File: config.mk
export PLATFORM = sky130hd
export DESIGN_NAME = debug_printf_queue_flat
export DESIGN_NICKNAME = d
export VERILOG_FILES = /design/src/rtl/debug_printf_queue_if.sv /design/src/rtl/debug_printf_queue.sv /design/src/flat_wrapper.sv
export SDC_FILE = /design/constraint.sdc
export NUM_CORES = 1
export LEC_CHECK = 0
export BUFFER_PORTS_ARGS = -buffer_cell sky130_fd_sc_hd__buf_2
export CORE_MARGIN = 1
export CORE_UTILIZATION = 40
export DETAILED_ROUTE_END_ITERATION = 12
export SLEW_MARGIN = 25
export SYNTH_ARGS = -nofsm -noshare
export SYNTH_HDL_FRONTEND = slang
export SYNTH_SLANG_ARGS = --single-unit
File: constraint.sdc
create_clock -name clk -period 3.48 [get_ports clk]
set_input_delay 0.696 -clock clk [delete_from_list [all_inputs] [get_ports clk]]
set_output_delay 0.696 -clock clk [all_outputs]
set_load 0.05 [all_outputs]
File: src/rtl/debug_printf_queue_if.sv
// Push-side and UART-side signal bundle for debug_printf_queue.
// The master modport drives pushes and tx_data_ready; the slave modport is the queue itself.
interface debug_printf_queue_if #(
  parameter int MSG_BYTES = 8,
  parameter int DEPTH     = 4
);
  localparam int LEN_W = $clog2(MSG_BYTES + 1);
  localparam int LVL_W = $clog2(DEPTH + 1);

  logic [MSG_BYTES*8-1:0] send_data;
  logic [LEN_W-1:0]       send_len;
  logic                   printf;
  logic                   hex_mode;
  logic                   crlf_en;
  logic                   clr_ovf;
  logic [7:0]             tx_data;
  logic                   tx_data_valid;
  logic                   tx_data_ready;
  logic                   full;
  logic                   empty;
  logic [LVL_W-1:0]       level;
  logic                   overflow;
  logic                   busy;

  modport master (
    output send_data, send_len, printf, hex_mode, crlf_en, clr_ovf, tx_data_ready,
    input  tx_data, tx_data_valid, full, empty, level, overflow, busy
  );

  modport slave (
    input  send_data, send_len, printf, hex_mode, crlf_en, clr_ovf, tx_data_ready,
    output tx_data, tx_data_valid, full, empty, level, overflow, busy
  );
endinterface

File: src/rtl/debug_printf_queue.sv
// Message queue feeding a byte-wide UART transmitter: raw or ASCII-hex bytes with optional CR/LF.
// Each message is popped into a shift register so later pushes never disturb the one in flight.
module debug_printf_queue #(
  parameter int MSG_BYTES = 8,
  parameter int DEPTH     = 4
) (
  input logic               clk,
  input logic               rst_n,
  debug_printf_queue_if.slave bus
);
  localparam int DW    = MSG_BYTES * 8;
  localparam int LEN_W = $clog2(MSG_BYTES + 1);
  localparam int LVL_W = $clog2(DEPTH + 1);
  localparam int PTR_W = $clog2(DEPTH);

  localparam logic [2:0] S_IDLE    = 3'd0;
  localparam logic [2:0] S_LOAD    = 3'd1;
  localparam logic [2:0] S_SEND_HI = 3'd2;
  localparam logic [2:0] S_SEND_LO = 3'd3;
  localparam logic [2:0] S_SEND_CR = 3'd4;
  localparam logic [2:0] S_SEND_LF = 3'd5;

  localparam logic [LEN_W-1:0] MAX_LEN  = LEN_W'(MSG_BYTES);
  localparam logic [LVL_W-1:0] LVL_FULL = LVL_W'(DEPTH);

  function automatic logic [7:0] hex_ascii(input logic [3:0] nib);
    if (nib < 4'd10) begin
      hex_ascii = 8'h30 + {4'h0, nib};
    end else begin
      hex_ascii = 8'h37 + {4'h0, nib};
    end
  endfunction

  logic [DW-1:0]    mem_data_q [DEPTH];
  logic [LEN_W-1:0] mem_len_q  [DEPTH];
  logic             mem_hex_q  [DEPTH];
  logic             mem_crlf_q [DEPTH];

  logic [PTR_W-1:0] wr_ptr_q, wr_ptr_d;
  logic [PTR_W-1:0] rd_ptr_q, rd_ptr_d;
  logic [LVL_W-1:0] level_q, level_d;
  logic             full_q, full_d;
  logic             empty_q, empty_d;
  logic             overflow_q, overflow_d;

  logic [2:0]       state_q, state_d;
  logic [DW-1:0]    shift_q, shift_d;
  logic [LEN_W-1:0] cnt_q, cnt_d;
  logic             hex_q, hex_d;
  logic             crlf_q, crlf_d;

  logic [7:0]       tx_data_q, tx_data_d;
  logic             tx_valid_q, tx_valid_d;
  logic             busy_q, busy_d;

  logic             pop_s;
  logic             push_ok_s;
  logic             drop_s;
  logic [LEN_W-1:0] len_clamp_s;
  logic             fire_s;
  logic             byte_done_s;
  logic [2:0]       after_byte_s;

  // Queue bookkeeping: a pop in LOAD frees a slot for a same-cycle push even when full.
  always_comb begin
    pop_s       = (state_q == S_LOAD);
    push_ok_s   = bus.printf && ((level_q != LVL_FULL) || pop_s);
    drop_s      = bus.printf && !push_ok_s;
    len_clamp_s = (bus.send_len > MAX_LEN) ? MAX_LEN : bus.send_len;
    wr_ptr_d    = push_ok_s ? (wr_ptr_q + PTR_W'(1)) : wr_ptr_q;
    rd_ptr_d    = pop_s ? (rd_ptr_q + PTR_W'(1)) : rd_ptr_q;
    case ({push_ok_s, pop_s})
      2'b10:   level_d = level_q + LVL_W'(1);
      2'b01:   level_d = level_q - LVL_W'(1);
      default: level_d = level_q;
    endcase
    full_d  = (level_d == LVL_FULL);
    empty_d = (level_d == LVL_W'(0));
    if (drop_s) begin
      overflow_d = 1'b1;
    end else if (bus.clr_ovf) begin
      overflow_d = 1'b0;
    end else begin
      overflow_d = overflow_q;
    end
  end

  // Queue storage, left unreset: entries are only read after being written.
  always_ff @(posedge clk) begin
    if (push_ok_s) begin
      mem_data_q[wr_ptr_q] <= bus.send_data;
      mem_len_q[wr_ptr_q]  <= len_clamp_s;
      mem_hex_q[wr_ptr_q]  <= bus.hex_mode;
      mem_crlf_q[wr_ptr_q] <= bus.crlf_en;
    end
  end

  // Transmit FSM; state and shift register move only on an accepted character.
  always_comb begin
    state_d      = state_q;
    shift_d      = shift_q;
    cnt_d        = cnt_q;
    hex_d        = hex_q;
    crlf_d       = crlf_q;
    fire_s       = tx_valid_q && bus.tx_data_ready;
    byte_done_s  = fire_s && (((state_q == S_SEND_HI) && !hex_q) || (state_q == S_SEND_LO));
    if (cnt_q == LEN_W'(1)) begin
      after_byte_s = crlf_q ? S_SEND_CR : S_IDLE;
    end else begin
      after_byte_s = S_SEND_HI;
    end
    case (state_q)
      S_IDLE: begin
        if (!empty_q) begin
          state_d = S_LOAD;
        end else begin
          state_d = S_IDLE;
        end
      end
      S_LOAD: begin
        shift_d = mem_data_q[rd_ptr_q];
        cnt_d   = mem_len_q[rd_ptr_q];
        hex_d   = mem_hex_q[rd_ptr_q];
        crlf_d  = mem_crlf_q[rd_ptr_q];
        if (mem_len_q[rd_ptr_q] != LEN_W'(0)) begin
          state_d = S_SEND_HI;
        end else if (mem_crlf_q[rd_ptr_q]) begin
          state_d = S_SEND_CR;
        end else begin
          state_d = S_IDLE;
        end
      end
      S_SEND_HI: begin
        if (fire_s) begin
          state_d = hex_q ? S_SEND_LO : after_byte_s;
        end else begin
          state_d = S_SEND_HI;
        end
      end
      S_SEND_LO: begin
        if (fire_s) begin
          state_d = after_byte_s;
        end else begin
          state_d = S_SEND_LO;
        end
      end
      S_SEND_CR: begin
        if (fire_s) begin
          state_d = S_SEND_LF;
        end else begin
          state_d = S_SEND_CR;
        end
      end
      S_SEND_LF: begin
        if (fire_s) begin
          state_d = S_IDLE;
        end else begin
          state_d = S_SEND_LF;
        end
      end
      default: state_d = S_IDLE;
    endcase
    if (byte_done_s) begin
      shift_d = shift_q << 8;
      cnt_d   = cnt_q - LEN_W'(1);
    end else begin
      shift_d = shift_d;
    end
  end

  // Outputs are decoded from next state so they leave the flops aligned with the state.
  always_comb begin
    case (state_d)
      S_SEND_HI: tx_data_d = hex_d ? hex_ascii(shift_d[DW-1 -: 4]) : shift_d[DW-1 -: 8];
      S_SEND_LO: tx_data_d = hex_ascii(shift_d[DW-5 -: 4]);
      S_SEND_CR: tx_data_d = 8'h0D;
      S_SEND_LF: tx_data_d = 8'h0A;
      default:   tx_data_d = 8'h00;
    endcase
    tx_valid_d = (state_d == S_SEND_HI) || (state_d == S_SEND_LO) ||
                 (state_d == S_SEND_CR) || (state_d == S_SEND_LF);
    busy_d     = (state_d != S_IDLE);
  end

  // Control and status registers.
  always_ff @(posedge clk or negedge rst_n) begin
    if (!rst_n) begin
      wr_ptr_q   <= PTR_W'(0);
      rd_ptr_q   <= PTR_W'(0);
      level_q    <= LVL_W'(0);
      full_q     <= 1'b0;
      empty_q    <= 1'b1;
      overflow_q <= 1'b0;
      state_q    <= S_IDLE;
      shift_q    <= DW'(0);
      cnt_q      <= LEN_W'(0);
      hex_q      <= 1'b0;
      crlf_q     <= 1'b0;
      tx_data_q  <= 8'h00;
      tx_valid_q <= 1'b0;
      busy_q     <= 1'b0;
    end else begin
      wr_ptr_q   <= wr_ptr_d;
      rd_ptr_q   <= rd_ptr_d;
      level_q    <= level_d;
      full_q     <= full_d;
      empty_q    <= empty_d;
      overflow_q <= overflow_d;
      state_q    <= state_d;
      shift_q    <= shift_d;
      cnt_q      <= cnt_d;
      hex_q      <= hex_d;
      crlf_q     <= crlf_d;
      tx_data_q  <= tx_data_d;
      tx_valid_q <= tx_valid_d;
      busy_q     <= busy_d;
    end
  end

  assign bus.tx_data       = tx_data_q;
  assign bus.tx_data_valid = tx_valid_q;
  assign bus.full          = full_q;
  assign bus.empty         = empty_q;
  assign bus.level         = level_q;
  assign bus.overflow      = overflow_q;
  assign bus.busy          = busy_q;
endmodule

File: src/flat_wrapper.sv
// flat-port wrapper written by rule: the top's interface ports become plain ports
module debug_printf_queue_flat 
#(
  parameter int MSG_BYTES = 8,
  parameter int DEPTH     = 4
)
  (clk, rst_n, bus_send_data, bus_send_len, bus_printf, bus_hex_mode, bus_crlf_en, bus_clr_ovf, bus_tx_data_ready, bus_tx_data, bus_tx_data_valid, bus_full, bus_empty, bus_level, bus_overflow, bus_busy);
  debug_printf_queue_if #(.MSG_BYTES(MSG_BYTES), .DEPTH(DEPTH)) bus_i ();
  input logic clk;
  input logic rst_n;
  input wire logic [$bits(bus_i.send_data)-1:0] bus_send_data;
  input wire logic [$bits(bus_i.send_len)-1:0] bus_send_len;
  input wire logic [$bits(bus_i.printf)-1:0] bus_printf;
  input wire logic [$bits(bus_i.hex_mode)-1:0] bus_hex_mode;
  input wire logic [$bits(bus_i.crlf_en)-1:0] bus_crlf_en;
  input wire logic [$bits(bus_i.clr_ovf)-1:0] bus_clr_ovf;
  input wire logic [$bits(bus_i.tx_data_ready)-1:0] bus_tx_data_ready;
  output wire logic [$bits(bus_i.tx_data)-1:0] bus_tx_data;
  output wire logic [$bits(bus_i.tx_data_valid)-1:0] bus_tx_data_valid;
  output wire logic [$bits(bus_i.full)-1:0] bus_full;
  output wire logic [$bits(bus_i.empty)-1:0] bus_empty;
  output wire logic [$bits(bus_i.level)-1:0] bus_level;
  output wire logic [$bits(bus_i.overflow)-1:0] bus_overflow;
  output wire logic [$bits(bus_i.busy)-1:0] bus_busy;
  assign bus_i.send_data = bus_send_data;
  assign bus_i.send_len = bus_send_len;
  assign bus_i.printf = bus_printf;
  assign bus_i.hex_mode = bus_hex_mode;
  assign bus_i.crlf_en = bus_crlf_en;
  assign bus_i.clr_ovf = bus_clr_ovf;
  assign bus_i.tx_data_ready = bus_tx_data_ready;
  assign bus_tx_data = bus_i.tx_data;
  assign bus_tx_data_valid = bus_i.tx_data_valid;
  assign bus_full = bus_i.full;
  assign bus_empty = bus_i.empty;
  assign bus_level = bus_i.level;
  assign bus_overflow = bus_i.overflow;
  assign bus_busy = bus_i.busy;
  debug_printf_queue #(.MSG_BYTES(MSG_BYTES), .DEPTH(DEPTH)) u_core (.clk(clk), .rst_n(rst_n), .bus(bus_i));
endmodule
======== Yosys cells after proc, flatten, opt, wreduce, memory -nomap -nowiden ========
Memory sizes are Yosys's and may differ from the RTL's.
Cells that the tools add are included.
word-level totals
  output and inout port bits .............. 16
  bits in writable memories ............... 280
  memories kept ........................... 4
  register bits after elaboration ......... 93
  logic and storage cells ................. 89
  bits of input ports ..................... 75
memories
  memory             depth  width  rd ports  clocked after Yosys merged registers in  wr ports  RTL line                  source
  u_core.mem_data_q  4      64     1         0                                        1         debug_printf_queue.sv:34  logic [DW-1:0] mem_data_q [DEPTH];
  u_core.mem_len_q   4      4      1         0                                        1         debug_printf_queue.sv:35  logic [LEN_W-1:0] mem_len_q [DEPTH];
  u_core.mem_crlf_q  4      1      1         0                                        1         debug_printf_queue.sv:37  logic mem_crlf_q [DEPTH];
  u_core.mem_hex_q   4      1      1         0                                        1         debug_printf_queue.sv:36  logic mem_hex_q [DEPTH];
operators by class
  reduce and logical (&&, ||, !) cells .... 18
  muxes and demuxes ....................... 26
  order comparisons ....................... 3
  add/sub/neg operators ................... 9
  equality and inequality tests ........... 14
operators with widths
  operator             number
  $mux 64              2
  $pmux 8 s4           1
  $add 6x4->7 const A  4
  $mux 3               8
  $mux 8               3
  $pmux 3 s6           1
  $eq 3x3->1 const B   5
  $eq 3x2->1 const B   4
  $mux 4               3
  $lt 4x4->1 const B   2
  $mux 1               7
  $logic_not 3->1      2
  $pmux 3 s2           1
  $logic_and 1x1->1    5
  $logic_or 1x1->1     5
  $add 2x1->2 const B  2
  $eq 4x1->1 const B   1
  $gt 4x4->1 const B   1
  $reduce_bool 2->1    2
  $reduce_bool 4->1    1
  $sub 4x1->4 const B  1
  $add 3x1->3 const B  1
  $eq 3x1->1 const B   1
  $ne 3x3->1 const B   1
  other kinds (5)      6

======== Longest topological paths before layout ========
  depth in word-level cells ............... 9
  mapped depth ............................ 13
  depth with buffers taken out ............ 10

======== Worst setup path after synthesis ========
Ideal clock, no wire load.
  path type ............................... reg2reg
  start point ............................. reg u_core.state_q[1]
  end point ............................... mem u_core.mem_crlf_q[0], enable pin
  slack ................................... 0.009 ns
  period minus slack after synthesis ...... 3.471 ns
  data required time ...................... 3.044 ns
  buffers on the path ..................... 1
  setup time .............................. 0.436 ns
  arrival time ............................ 3.035 ns
  stages on the path, launching flop included .. 5
  cells stage by stage .................... dfrtp_1 or3b_1 buf_6 a31oi_1 and2_1
between the ends
  cells in the longest elaborated chain, start to end .. 5
RTL lines
  item                          RTL line                   source
  start: declaration            debug_printf_queue.sv:46   logic [2:0] state_q, state_d;
  start signal: assignment      debug_printf_queue.sv:209  state_q <= state_d;
  $eq 3x1->1                    debug_printf_queue.sv:66   pop_s = (state_q == S_LOAD);
  $logic_or 1x1->1              debug_printf_queue.sv:67   push_ok_s = bus.printf && ((level_q != LVL_FULL) || pop_s);
  $logic_and 1x1->1             debug_printf_queue.sv:67
  $mux 1                        debug_printf_queue.sv:90   if (push_ok_s) begin
  $mux 1 (implied by the code)  debug_printf_queue.sv:94   mem_crlf_q[wr_ptr_q] <= bus.crlf_en;
  end: declaration              debug_printf_queue.sv:37
No other way between the ends.

======== Worst setup path in the final report ========
  start point ............................. reg u_core.rd_ptr_q[0]
  end point ............................... reg u_core.tx_data_q[2], in the netlist u_core.bus.tx_data[2]
between the ends
  cells in the longest elaborated chain, start to end .. 7
  elaborated cells on any way between the ends .. 25
  those cells by class .................... add/sub: 4; order compare: 2; eq/ne: 4; mux: 10; reduce/logical: 1; memory: 4
RTL lines
  item                                 RTL line                   source
  start: declaration                   debug_printf_queue.sv:40   logic [PTR_W-1:0] rd_ptr_q, rd_ptr_d;
  start signal: assignment             debug_printf_queue.sv:204  rd_ptr_q <= rd_ptr_d;
  $mem_v2 4x64                         --
  $mux 64                              debug_printf_queue.sv:112  case (state_q)
  $mux 64                              debug_printf_queue.sv:163  if (byte_done_s) begin
  $add 6x4->7 (tied with other cells)  debug_printf_queue.sv:30   hex_ascii = 8'h37 + {4'h0, nib};
  $mux 8                               debug_printf_queue.sv:27   if (nib < 4'd10) begin
  $mux 8                               debug_printf_queue.sv:174  S_SEND_HI: tx_data_d = hex_d ? hex_ascii(shift_d[DW-1 -: 4]) : shift_d[DW-1 -: 8];
  $pmux 8 s4 (*)                       debug_printf_queue.sv:173  case (state_d)
  via u_core.tx_data_d[2]              debug_printf_queue.sv:52   logic [7:0] tx_data_q, tx_data_d;
  end signal: assignment               debug_printf_queue.sv:214  tx_data_q <= tx_data_d;
  end: declaration                     debug_printf_queue.sv:52
Mark *: on every way through the listed nets, which the timed path passes. The rest lies on a longest branch. The select of a mux whose other input is x is not followed.
A chain may end at the register's enable or synchronous reset.

==> impl_metrics.tcl <==
set metrics [dict create \
    outcome "finished clean" \
    hold_class "primary input to async pin" \
    grt_max_degree 59 \
    final-setup-viol-count 0 \
    hold_viol_final 0 \
    hpwl_um 17960 \
    r2r_setup_slack_ns 0.72 \
    initial_core_util_pct 40.63 \
    regArea_um2 10740 \
    dieWidth_um 192.1 \
    io_buffer_count 90 \
    final_nets 1013 \
    dieArea_um2 36890 \
    groute.usage.overall_pct 16.12 \
    clk_path_buf_depth 3 \
    vdd_drop_max_mv 0.6121 \
    met2_usage_pct 25.70 \
    root_buffer "clkbuf_16" \
    critPathLaunchType "register" \
    ys_ff_latch 373 \
    worst_setup_path_end_kind "register" \
    cts_max_level 2 \
    cts_made_buffers 40 \
    synth.top_cells.by_area "edfxtp_1 (58%), dfrtp_1 (16%), mux4_2 (11%), nand2_1 (3.3%), a22oi_1 (2.5%)" \
    synthCells 817 \
    ios 91 \
    synth_top_area_cell "edfxtp_1" \
    synth-edff-count 280 \
    p_comb_share_pct 29.9 \
    clock-sinks 373 \
    cap_violations 0 \
    cts_resized 0 \
    synth_ff_type "edfxtp_1" \
    via_per_inst 5.193 \
    fill_cells 3032 \
    multi_input_area_um2 3462 \
    row_count 69 \
    worstMarginPinSlew_ns 0.8269 \
    clockPowerShare_pct 26.7 \
    use_met1_pct 22.75 \
    fin_setup_tns_ns 0 \
    grt_pass1_wl_um 44720 \
    clk_latency_ns 0.53 \
    drtPass1Iterations 4 \
    cp.required_ns 3.89 \
    path_max_fanout 17 \
    hold_ws_ns 0.2582 \
    die_h_um 192.1 \
    cp_top_family "compound AO/OA/AOI/OAI gates" \
    fin_worst_skew_ns 0.01106 \
    routabilityCongestion 0.8317 \
    ant_nets 0 \
    antenna_cells 0 \
    power_density_nw_per_um2 896.2 \
    drtIter0Drc 516 \
    yosysMostFrequentCell "edfxtp_1" \
    ys_types 60 \
    via_count 7384 \
    cts_tree "built" \
    drt_wl_total_um 28730 \
    ys_top_cells_by_count "edfxtp_1 (280), nand2_1 (126), dfrtp_1 (92), mux4_2 (70), a22oi_1 (49)" \
    crit_type "register to register" \
    yosys_warnings 0 \
    synth_top_area_share_pct 58.19 \
    timing.critical_path.buf_inv 0 \
    grt_busiest_layer "met2" \
    layout-drive-gt1-share_pct 26.64 \
    period_share_pct 79.31 \
    design.core.area_um2 35570 \
    met3_usage_pct 2.978 \
    postCtsSetupBuffers 0 \
    rsz0062_at_grt "no" \
    cp_cell_sequence "mux4_2 -> and2_1 -> a221oi_1 -> ha_1 -> a21o_1 -> a21oi_1 -> a311o_1" \
    cts_hold_buf 0 \
    yosysSeqAreaShare_pct 74.30 \
    syn_area_per_cell_um2 17.69 \
    antenna_found_initial 0 \
    postSynth.asyncResetShare_pct 24.93 \
    max_stage_delay_ns 0.66 \
    fmax_mhz 362.3 \
    p_int_uw 10190 \
    grt_pass1_vias 7599 \
    drc 0 \
    arrival_ns 3.17 \
    area_growth_pct 16.05 \
    reg2regPathDepth 7 \
    cts.clk_slew.worst_paths_ns 0.06 \
    finalMaxSlewViolations 0 \
    synth_fp_nets 901 \
    swShare_pct 32.17 \
    reg2reg_to "u_core.bus.tx_data[2]" \
    cp_slowest_cell "dfrtp_4" \
    fin_crit_ns 2.760 \
    wire_per_inst_um 20.21 \
    p_leak_uw 0.006155 \
    pwr-share-seq_pct 43.4 \
    grt-ovfl-total 0 \
    synth_area_um2 14450 \
    maxSlewHeadroom_pct 44.87 \
    power_uw 15030 \
    timing.rr.start "u_core.rd_ptr_q[0]" \
    switching_power_uw 4835 \
]
[layout by cell type, fill, tap and decap left out, types with 6 or more instances in the layout]
master | synthesis | routed
a21oi_1 | 8 | 8
a22oi_1 | 49 | 49
and2_1 | 15 | 11
buf_2 | 6 | 89
buf_4 | 0 | 17
clkbuf_1 | 21 | 13
clkbuf_16 | 0 | 41
clkinv_1 | 1 | 6
clkinv_2 | 0 | 8
dfrtp_1 | 92 | 90
edfxtp_1 | 280 | 280
ha_1 | 8 | 8
inv_1 | 19 | 18
mux4_2 | 70 | 70
nand2_1 | 126 | 126
nor2_1 | 10 | 10
nor2b_1 | 6 | 6
o21ai_0 | 17 | 17
[worst max-delay path by stage]
stage	from	end	slack (ns)	depth (start not counted)
2_1_floorplan	u_core.state_q[1]	u_core.mem_crlf_q[0]	0.009	4
3_3_place_gp	bus_tx_data_ready	u_core.bus.tx_data[2]	0.74	8
3_5_place_dp	bus_tx_data_ready	u_core.bus.tx_data[2]	0.68	8
4_1_cts	u_core.rd_ptr_q[0]	u_core.bus.tx_data[2]	0.68	7
5_1_grt	u_core.rd_ptr_q[0]	u_core.bus.tx_data[2]	0.45	7
6_report	u_core.rd_ptr_q[0]	u_core.bus.tx_data[2]	0.72	7
[stage by stage]
| stage | cells | cell area (µm²) | setup WS [ns] | util [%] |
|---|---|---|---|---|
| floorplan | 817 | 14450 | 0.009432 | - |
| global placement | 1348 | 15530 | 0.7417 | 43.66 |
| detailed placement | 1348 | 15530 | 0.6831 | 43.66 |
| CTS | 1422 | 16770 | 0.6841 | 47.15 |
| global route | 1422 | 16770 | 0.4502 | 47.15 |
| finish | 1422 | 16770 | 0.7202 | 47.15 |
[worst register-to-register path, stage by stage, from the launching register on]
cell      delay (ns)
dfrtp_4         0.66
mux4_2          0.55
and2_1          0.17
a221oi_1        0.43
ha_1            0.30
a21o_1          0.12
a21oi_1         0.06
a311o_1         0.35
[kinds of logic (layout without fill, tap and decap cells)]
logic type / count (synthesis) / after routing / share of synthesized area (%)
AO/OA/AOI/OAI: 110 / 110 / 5.767
XOR/XNOR: 8 / 8 / 0.4849
adder cells (fa/ha/maj): 9 / 9 / 0.8313
buffers and inverters: 61 / 205 / 1.853
flip-flops: 373 / 373 / 74.30
multiplexers: 72 / 72 / 11.05
AND/OR/NAND/NOR: 184 / 184 / 5.715
[layer usage]
| metal | vias up | routed length, µm | share of wire, % |
|---|---|---|---|
| li1 | 3399 | - | - |
| met1 | 3792 | 13060 | 45 |
| met2 | 148 | 13900 | 48 |
| met3 | 45 | 1227 | 4.3 |
| met4 | 0 | 546 | 1.9 |
| met5 | - | 0 | 0 |
[sequential cells by signal (all words and copies together) (netlist names)]
register and count:
u_core.mem_crlf_q 4, u_core.cnt_q 4, u_core.bus.empty 1, u_core.bus.level 3, u_core.crlf_q 1, u_core.bus.tx_data 8, u_core.bus.tx_data_valid 1, u_core.mem_hex_q 4
u_core.bus.busy 1, u_core.mem_len_q 16, u_core.rd_ptr_q 2, u_core.state_q 3, u_core.mem_data_q 256, u_core.shift_q 64, u_core.hex_q 1, u_core.bus.full 1
u_core.wr_ptr_q 2, u_core.bus.overflow 1
[power by group through the flow]
stage | Sequential, µW | Clock (µW) | Combinational [µW]
2_1_floorplan | 6670 | 0 | 3150
3_3_place_gp | 6590 | 0 | 4510
6_report | 6520 | 4010 | 4500
5_1_grt | 6630 | 4290 | 4940
4_1_cts | 6540 | 4120 | 4580
3_5_place_dp | 6620 | 0 | 4560
[cell type report]
class	instances	area share (%)
clock buffers	55	6.491
clock inverters	19	0.9102
inverters	20	0.4477
multi-input cells	383	20.64
flip-flops and latches	373	64.05
well taps	461	3.440
repair buffers	111	4.014
Power figures use the tool's default switching activity.
